==> config.mk <==
export PLATFORM = sky130hd
export DESIGN_NAME = mpadd_seq
export DESIGN_NICKNAME = d
export VERILOG_FILES = /design/src/rtl/mpadd_pkg.sv /design/src/rtl/mpadd_limb_sel.sv /design/src/rtl/mpadd_seq.sv
export SDC_FILE = /design/constraint.sdc
export NUM_CORES = 1
export LEC_CHECK = 0
export ABC_AREA = 1
export CORE_AREA = 2 2 382 384
export DETAILED_ROUTE_END_ITERATION = 6
export DIE_AREA = 0 0 384 386
export DONT_BUFFER_PORTS = 1
export SLEW_MARGIN = 20
export SYNTH_ARGS = -nofsm -noshare
export SYNTH_HDL_FRONTEND = slang
export SYNTH_SLANG_ARGS = --single-unit
==> constraint.sdc <==
create_clock -name clk -period 2.2 [get_ports clk]
set_input_delay 0.44 -clock clk [delete_from_list [all_inputs] [get_ports clk]]
set_output_delay 0.44 -clock clk [all_outputs]
set_load 0.01 [all_outputs]
==> src/rtl/mpadd_pkg.sv <==
// mpadd_pkg: shared constants, FSM state and op encodings for the multi-precision add sequencer.
package mpadd_pkg;
    localparam int LIMB_W = 64;
    localparam logic OP_ADD = 1'b0;
    localparam logic OP_SUB = 1'b1;
    typedef enum logic [1:0] {IDLE, ISSUE, CAPTURE, DONE} state_t;
endpackage

==> src/rtl/mpadd_limb_sel.sv <==
// mpadd_limb_sel: combinational select of 64-bit limb k from a LIMBS-limb vector.
module mpadd_limb_sel
    import mpadd_pkg::*;
#(
    parameter int LIMBS = 4
) (
    input  logic [LIMB_W*LIMBS-1:0]  vec_i,
    input  logic [$clog2(LIMBS)-1:0] k_i,
    output logic [LIMB_W-1:0]        limb_o
);
    assign limb_o = vec_i[k_i*LIMB_W +: LIMB_W];
endmodule

==> src/rtl/mpadd_seq.sv <==
// mpadd_seq: feeds LIMBS x 64-bit operands limb by limb through an external 1-cycle adder, chaining carries.
// Build option MPADD_SUB_EN enables subtraction via in_op; otherwise every transaction is an add.
module mpadd_seq
    import mpadd_pkg::*;
#(
    parameter int LIMBS = 4
) (
    input  logic                    clk,
    input  logic                    rstn,
    input  logic                    in_valid,
    output logic                    in_ready,
    input  logic [LIMB_W*LIMBS-1:0] in_a,
    input  logic [LIMB_W*LIMBS-1:0] in_b,
    input  logic                    in_op,
    input  logic                    in_carry,
    output logic                    out_valid,
    input  logic                    out_ready,
    output logic [LIMB_W*LIMBS-1:0] out_sum,
    output logic                    out_carry,
    output logic                    out_overflow,
    output logic [LIMB_W-1:0]       add_a,
    output logic [LIMB_W-1:0]       add_b,
    output logic                    add_carry,
    input  logic [LIMB_W-1:0]       add_s,
    input  logic                    add_overflow
);
    localparam int W  = LIMB_W*LIMBS;
    localparam int KW = $clog2(LIMBS);
    localparam logic [KW-1:0] LAST = KW'(LIMBS-1);

    state_t state_q, state_d;
    logic [W-1:0] a_q, a_d, b_q, b_d, sum_q, sum_d;
    logic [KW-1:0] k_q, k_d;
    logic carry_q, carry_d, ovf_q, ovf_d;
    logic [W-1:0] b_in;
    logic c_in, busy, limb_co;
    logic [LIMB_W-1:0] la, lb;

`ifdef MPADD_SUB_EN
    assign b_in = (in_op == OP_SUB) ? ~in_b : in_b;
    assign c_in = (in_op == OP_SUB) ? ~in_carry : in_carry;
`else
    logic unused_op;
    assign unused_op = in_op;
    assign b_in = in_b;
    assign c_in = in_carry;
`endif

    mpadd_limb_sel #(.LIMBS(LIMBS)) u_sel_a (.vec_i(a_q), .k_i(k_q), .limb_o(la));
    mpadd_limb_sel #(.LIMBS(LIMBS)) u_sel_b (.vec_i(b_q), .k_i(k_q), .limb_o(lb));

    assign busy         = (state_q == ISSUE) || (state_q == CAPTURE);
    assign in_ready     = (state_q == IDLE);
    assign out_valid    = (state_q == DONE);
    assign out_sum      = sum_q;
    assign out_carry    = carry_q;
    assign out_overflow = ovf_q;
    assign add_a        = busy ? la : '0;
    assign add_b        = busy ? lb : '0;
    assign add_carry    = busy & carry_q;
    // Carry-out recovered from the sum MSB so the adder need not export it
    assign limb_co      = (la[LIMB_W-1] & lb[LIMB_W-1]) | ((la[LIMB_W-1] ^ lb[LIMB_W-1]) & ~add_s[LIMB_W-1]);

    always_comb begin
        state_d = state_q;
        a_d     = a_q;
        b_d     = b_q;
        sum_d   = sum_q;
        k_d     = k_q;
        carry_d = carry_q;
        ovf_d   = ovf_q;
        case (state_q)
            IDLE: if (in_valid) begin
                a_d     = in_a;
                b_d     = b_in;
                carry_d = c_in;
                k_d     = '0;
                state_d = ISSUE;
            end
            ISSUE: state_d = CAPTURE;
            CAPTURE: begin
                sum_d[k_q*LIMB_W +: LIMB_W] = add_s;
                carry_d = limb_co;
                if (k_q == LAST) begin
                    ovf_d   = add_overflow;
                    state_d = DONE;
                end else begin
                    k_d     = k_q + KW'(1);
                    state_d = ISSUE;
                end
            end
            DONE: if (out_ready) state_d = IDLE;
            default: state_d = IDLE;
        endcase
    end

    always_ff @(posedge clk or negedge rstn) begin
        if (!rstn) begin
            state_q <= IDLE;
            a_q     <= '0;
            b_q     <= '0;
            sum_q   <= '0;
            k_q     <= '0;
            carry_q <= 1'b0;
            ovf_q   <= 1'b0;
        end else begin
            state_q <= state_d;
            a_q     <= a_d;
            b_q     <= b_d;
            sum_q   <= sum_d;
            k_q     <= k_d;
            carry_q <= carry_d;
            ovf_q   <= ovf_d;
        end
    end
endmodule

==> flow_summary.toml, run 1 <==
[logic_synthesis]
yosysSeqAreaShare_pct = 55.35
syn_area_per_cell_um2 = 7.958
synth_seq_cells = 774
netlist_area_mm2 = 0.03499
yosysUniqueCellTypes = 21
synth_cells = 4397
syn_nets = 4991
yosys_warnings = 0

[floorplan]
die_area_mm2 = 0.1482
core_mm2 = 0.1445
io_pins = 972
rows = 140
start_util_pct = 24.21
die_w_um = 384
dieHeight_um = 386

[layout]
drive_gt1_share_pct = 12.10
layout_commonest_cell = "nand2_1"
layout.nets = 5656
fin_util_pct = 34.06
fillCellCount = 14561
multiInputGateArea_mm2 = 0.01284
final-seq-area_mm2 = 0.01938
syn_to_final_growth_pct = 40.69
mostFrequentLayoutCells = "nand2_1 (1498), dfrtp_1 (772), inv_1 (579)"

[timing]
clock_skew_ns = 0.02966
relSlewSlack_pct = 43.85
tightest_slew_ns = 0.8423
maxSlewViolCount = 0
holdWs_ns = -0.1598
rsz0062_at_grt = "yes"
setup-tns-final_ns = -64.62
setup_viol = 213
finalWorstPathRequiredPeriod_ns = 2.864
hold_viol_final = 271
fmax_mhz = 349.2
setup_slack_ns = -0.6637
fin_crit_sh_pct = 130.2

[global_routing]
first_global_vias = 33066
track_usage_pct = 18.89
overflow = 0
grt_max_degree = 775
antenna_found_initial = 28
grt_pass1_wl_um = 211700

[hold_path]
hold_class = "in -> async"

[clock_network]
numClockSinks = 774
htreeDepth = 3
clockBufferDepth = 3
tritoncts = "built"
cts_buffers = 88
clkSlewWorstSetupHoldPaths_ns = 0.06
cts-root-buf = "clkbuf_16"
clk_latency_ns = 0.71

[power]
power_frac_comb_pct = 41.6
power_uw = 69480
p_seq_share_pct = 36.1
p_sw_share_pct = 42.17
p_sw_uw = 29300
irDropWorstVdd_uv = 984.8
p_leak_uw = 0.02298
p_int_uw = 40170
p_per_area_mw_per_mm2 = 1411
clockPowerShare_pct = 22.3

[worst_setup_path]
worstSetupPathType = "reg -> out"
slowest_delay_ns = 0.53
cp_data_arrival_time_ns = 2.42
cpLargestDelayFamily = "buffers and inverters"
crit_path_frequent_cell = "buf_12"
path_buf_inv = 4
rr_worst_depth = 9
required_ns = 1.76
slowest_stage = "dfrtp_4"
end_kind = "output pin"
startpoint_type = "flop"
crit_fanout = 32
cp.depth = 7
path_cells = "buf_12 -> buf_12 -> buf_16 -> nand2_1 -> nand3_2 -> a21oi_4 -> buf_6"

[drt]
drt-total-wl_um = 148800
drtAntennaViolNets = 0
drtIter0Drc = 2604
drc_errors = 0
drtPass1Iterations = 7
wl_per_cell_um = 21.06
viasPerCell = 4.666
vias = 32976

[run_status]
status = "finished, violations left"
violations = "hold timing, setup timing"

[placed_design]
io_buffers = 0
dp_hpwl_um = 99680
dpl_worst_slack_ns = -0.2498
gp_congestion = 0.9761

[run]
maxCapViolCount = 0
cell usage after synthesis:
| library cell | n | share of area, % |
|---|---|---|
| nand3_2 | 2 | 0.057 |
| or2_2 | 1 | 0.018 |
| clkbuf_1 | 112 | 1.2 |
| o21ai_0 | 408 | 5.8 |
| nand2_1 | 1509 | 16 |
| buf_6 | 34 | 1.1 |
| nor2_1 | 70 | 0.75 |
| a21oi_1 | 126 | 1.8 |
| nand2_2 | 2 | 0.036 |
| buf_1 | 10 | 0.11 |
| nand3_1 | 261 | 3.7 |
| buf_2 | 126 | 1.8 |
| nand4_4 | 1 | 0.061 |
| o21ai_1 | 357 | 5.1 |
| buf_4 | 7 | 0.15 |
| ha_1 | 11 | 0.39 |
| o211ai_1 | 1 | 0.021 |
| dfrtp_1 | 774 | 55 |
| inv_1 | 581 | 6.2 |
| inv_2 | 3 | 0.032 |
| nand3b_1 | 1 | 0.021 |
layout make-up:
cell class | instances | area share [%]
Clock buffer | 123 | 5.190
Clock inverter | 36 | 0.9582
Tap cell | 1917 | 4.873
Timing Repair Buffer | 864 | 18.86
Antenna cell | 20 | 0.1017
Sequential cell | 774 | 39.36
Multi-Input combinational cell | 2750 | 26.09
Inverter | 584 | 4.560
sequential cells by signal, indices dropped and copies added, names as in the netlist:
signal,flops
out_carry,1
state_q,2
k_q,2
out_sum,256
out_overflow,1
a_q,256
b_q,256
routing by layer:
layer	track usage, %	up-vias	share of wire [%]
met2	30.56	1608	47
li1	-	15038	-
met1	22.24	15949	38
met3	5.676	369	9.6
met4	10.81	12	5.4
met5	0	-	0.054
power groups by stage:
stage	combinational [µW]	sequential [µW]	clock [µW]
floorplan	15400	23700	0
global placement	24000	25100	0
detailed placement	24400	25200	0
CTS	27500	25000	15800
global route	31800	25600	16400
finish	28900	25100	15500
cell families after synthesis:
kind of cell | Yosys count | synth area share (%)
AO/OA/AOI/OAI | 892 | 12.77
adder cells (fa/ha/maj) | 11 | 0.3933
buffers and inverters | 873 | 10.62
flip-flops | 774 | 55.35
AND/OR/NAND/NOR | 1847 | 20.87
worst register-to-register path, stage by stage (launching register included):
cell     delay [ns]
dfrtp_4        0.53
buf_12         0.16
inv_16         0.14
buf_4          0.17
buf_4          0.14
ha_2           0.32
nor2_1         0.14
nand2_2        0.08
buf_12         0.20
o21ai_0        0.31
path summary, 6_finish.rpt:
check | startpoint | endpoint | slack (ns)
max in group asynchronous | rstn | k_q[1]$_DFFE_PN0P_ | 0.15
max | k_q[0]$_DFFE_PN0P_ | add_a[62] | -0.66
max reg2reg | k_q[0]$_DFFE_PN0P_ | out_sum[51]$_DFFE_PN0P_ | -0.06
min reg2reg | b_q[191]$_DFFE_PN0P_ | b_q[191]$_DFFE_PN0P_ | 0.48
min | rstn | a_q[40]$_DFFE_PN0P_ | -0.16
min in group clk | in_b[183] | b_q[183]$_DFFE_PN0P_ | 0.01
repair_timing:
action | CTS | global route
cloned | 5 | 7
hold buffers | 577 | 4
gates resized for setup | 198 | 70
pin swaps | 16 | 28
setup buffers | 11 | 11
endpoints found under the setup margin | 130 | 390
hold endpoints to repair | 1473 | 341
per-stage QoR:
step / hold WS (ns) / instances / cell area, µm²
2_1_floorplan: 0.1444 / 4397 / 34990
3_3_place_gp: 0.1650 / 6269 / 38430
3_5_place_dp: 0.1668 / 6269 / 38430
4_1_cts: -0.6083 / 7021 / 48380
5_1_grt: -0.1370 / 7063 / 49210
6_report: -0.1598 / 7068 / 49230
Note: power is estimated with default switching activity, not from simulation.
==> run 2: changes to the inputs <==
Settings changed: PLACE_DENSITY set to 0.36.
Clock period 2.2 ns to 2.87 ns, I/O delays scaled along.
==> run 2 against run 1 <==
Compared with the run above: the flow still finishes with violations (hold timing, setup timing); clock power fell by 19%; cell count fell by 1.2%; sequential power fell by 24%; register-to-register slack improved by 0.53 ns.
==> flow_summary.toml, run 2 (synthesized netlist as in run 1, its figures left out) <==
[layout]
syn_to_final_growth_pct = 41.49
mostFrequentLayoutCells = "nand2_1 (1433), dfrtp_1 (772), inv_1 (577)"
fin_util_pct = 34.26
layout.nets = 5555
final_area_mm2 = 0.04951
drive_gt1_share_pct = 13.02
layout_commonest_cell = "nand2_1"

[floorplan]
io_pins = 972
start_util_pct = 24.21
die_area_mm2 = 0.1482
dieHeight_um = 386
core_mm2 = 0.1445
rows = 140
die_w_um = 384

[clock_network]
numClockSinks = 774
clkSlewWorstSetupHoldPaths_ns = 0.06
cts_buffers = 97
clockBufferDepth = 3
htreeDepth = 3
cts-root-buf = "clkbuf_16"
clk_latency_ns = 0.71
tritoncts = "built"

[drt]
viasPerCell = 4.453
wl_per_cell_um = 21.84
vias = 31080
drc_errors = 0
drtIter0Drc = 1809
drtAntennaViolNets = 0
drt-total-wl_um = 152500
drtPass1Iterations = 5

[global_routing]
antenna_found_initial = 38
overflow = 0
grtUsageMet3_pct = 5.903
use_met2_pct = 32.20
first_global_vias = 31524
grt_pass1_wl_um = 218500
grt_util_met1_pct = 25.01
grt-busiest-layer = "met2"
track_usage_pct = 19.73
grt_max_degree = 775

[timing]
tightest_slew_ns = 0.8919
finalWorstPathRequiredPeriod_ns = 2.880
fin_crit_sh_pct = 100.4
fmax_mhz = 347.2
clock_skew_ns = 0.05484
holdWs_ns = -0.03266
relSlewSlack_pct = 40.54
maxSlewViolCount = 0
setup_viol = 1
rsz0062_at_grt = "yes"
setup_slack_ns = -0.01018
hold_viol_final = 22

[worst_setup_path]
slowest_stage = "dfrtp_4"
worstSetupPathType = "reg -> out"
crit_fanout = 5
startpoint_type = "flop"
crit_path_frequent_cell = "buf_16"
slowest_delay_ns = 0.54
cpLargestDelayFamily = "buffers and inverters"
cp_data_arrival_time_ns = 2.31
required_ns = 2.30
end_kind = "output pin"
path_buf_inv = 5
path_cells = "buf_16 -> buf_16 -> buf_12 -> buf_16 -> nand2_2 -> nand3_2 -> a21oi_2 -> buf_6"

[placed_design]
gp_congestion = 0.8163
dp_hpwl_um = 97560
place_area_mm2 = 0.03751
io_buffers = 0

[run_status]
violations = "hold timing, setup timing"
status = "finished, violations left"

[power]
p_leak_uw = 0.02290
p_int_uw = 31490
p_sw_uw = 22810
clockPowerShare_pct = 23.0
p_seq_share_pct = 35.1
power_frac_comb_pct = 41.8
irDropWorstVdd_uv = 619.7
p_per_area_mw_per_mm2 = 1097
p_sw_share_pct = 42.01

[run]
maxCapViolCount = 0

[hold_path]
hold_class = "in -> async"
run 2: cell count changes in the layout (fill, tap and decap cells not counted), moves of 13 or more:
cell / delta
nand2_4: +30
a21oi_4: +19
buf_12: -13
buf_4: -95
nand3_1: -19
nand2_2: +34
nand2_1: -65
dlygate4sd3_1: -34
o21ai_0: +13
a21oi_1: -21
nand3_2: +13
buf_16: +20
run 2: final timing paths:
check,from,to,slack [ns],cells after the start
max,k_q[0]$_DFFE_PN0P_,add_a[23],-0.01,8
max reg2reg,k_q[0]$_DFFE_PN0P_,out_carry$_DFFE_PN0P_,0.47,13
min,rstn,a_q[33]$_DFFE_PN0P_,-0.03,2
max in group asynchronous,rstn,out_carry$_DFFE_PN0P_,0.68,4
min reg2reg,b_q[127]$_DFFE_PN0P_,b_q[127]$_DFFE_PN0P_,0.48,2
min in group clk,in_a[80],a_q[80]$_DFFE_PN0P_,0.06,2
run 2: final cells by class:
cell class                 instances  area (µm²)
tap                             1917        2399
clock buffer                     150        2917
multi-input combinational       2750       13530
timing repair buffer             751        8628
inverter                         584        2245
antenna                           24       60.06
sequential                       774       19380
timing repair inverter             3       36.28
fill                           15321       95010
clock inverter                    27       316.6
run 2: worst register-to-register path, stage by stage (launching register included):
cell and delay, ns:
dfrtp_4 0.54, buf_16 0.17, buf_16 0.17, buf_16 0.18
nand2_1 0.06, nand3_1 0.09, nand2_2 0.15, buf_4 0.13
inv_1 0.04, ha_1 0.33, inv_1 0.11, o21ai_0 0.19
nand3_1 0.09, nand2_1 0.08
run 2: layer usage:
metal  share of wire (%)  wire length [µm]
met4                 2.9              4369
met2                  47             71860
met1                  43             65310
met3                 7.1             10770
met5                0.11               172
run 2: power groups by stage:
stage	logic (µW)	clock network (µW)	registers (µW)
2_1_floorplan	11800	0	18200
3_3_place_gp	17600	0	19300
3_5_place_dp	17800	0	19300
4_1_cts	21600	12900	19100
5_1_grt	25300	13300	19600
6_report	22700	12500	19100
run 2: repair_timing:
action	CTS	global route
gates resized for setup	273	194
gates cloned	23	9
hold buffers	543	3
endpoints found under the hold margin	1318	119
setup endpoints to repair	127	100
setup buffers	23	4
pin swaps	66	88
run 2: stage by stage:
stage	worst slack [ns]	total power [µW]	cells	setup TNS, ns
3_5_place_dp	0.3796	37100	6169	0
6_report	-0.01018	54290	6980	-0.01018
3_3_place_gp	0.4054	36900	6169	0
4_1_cts	-0.08995	53570	6935	-1.805
5_1_grt	-0.1096	58240	6976	-3.574
2_1_floorplan	0.8281	29950	4397	0
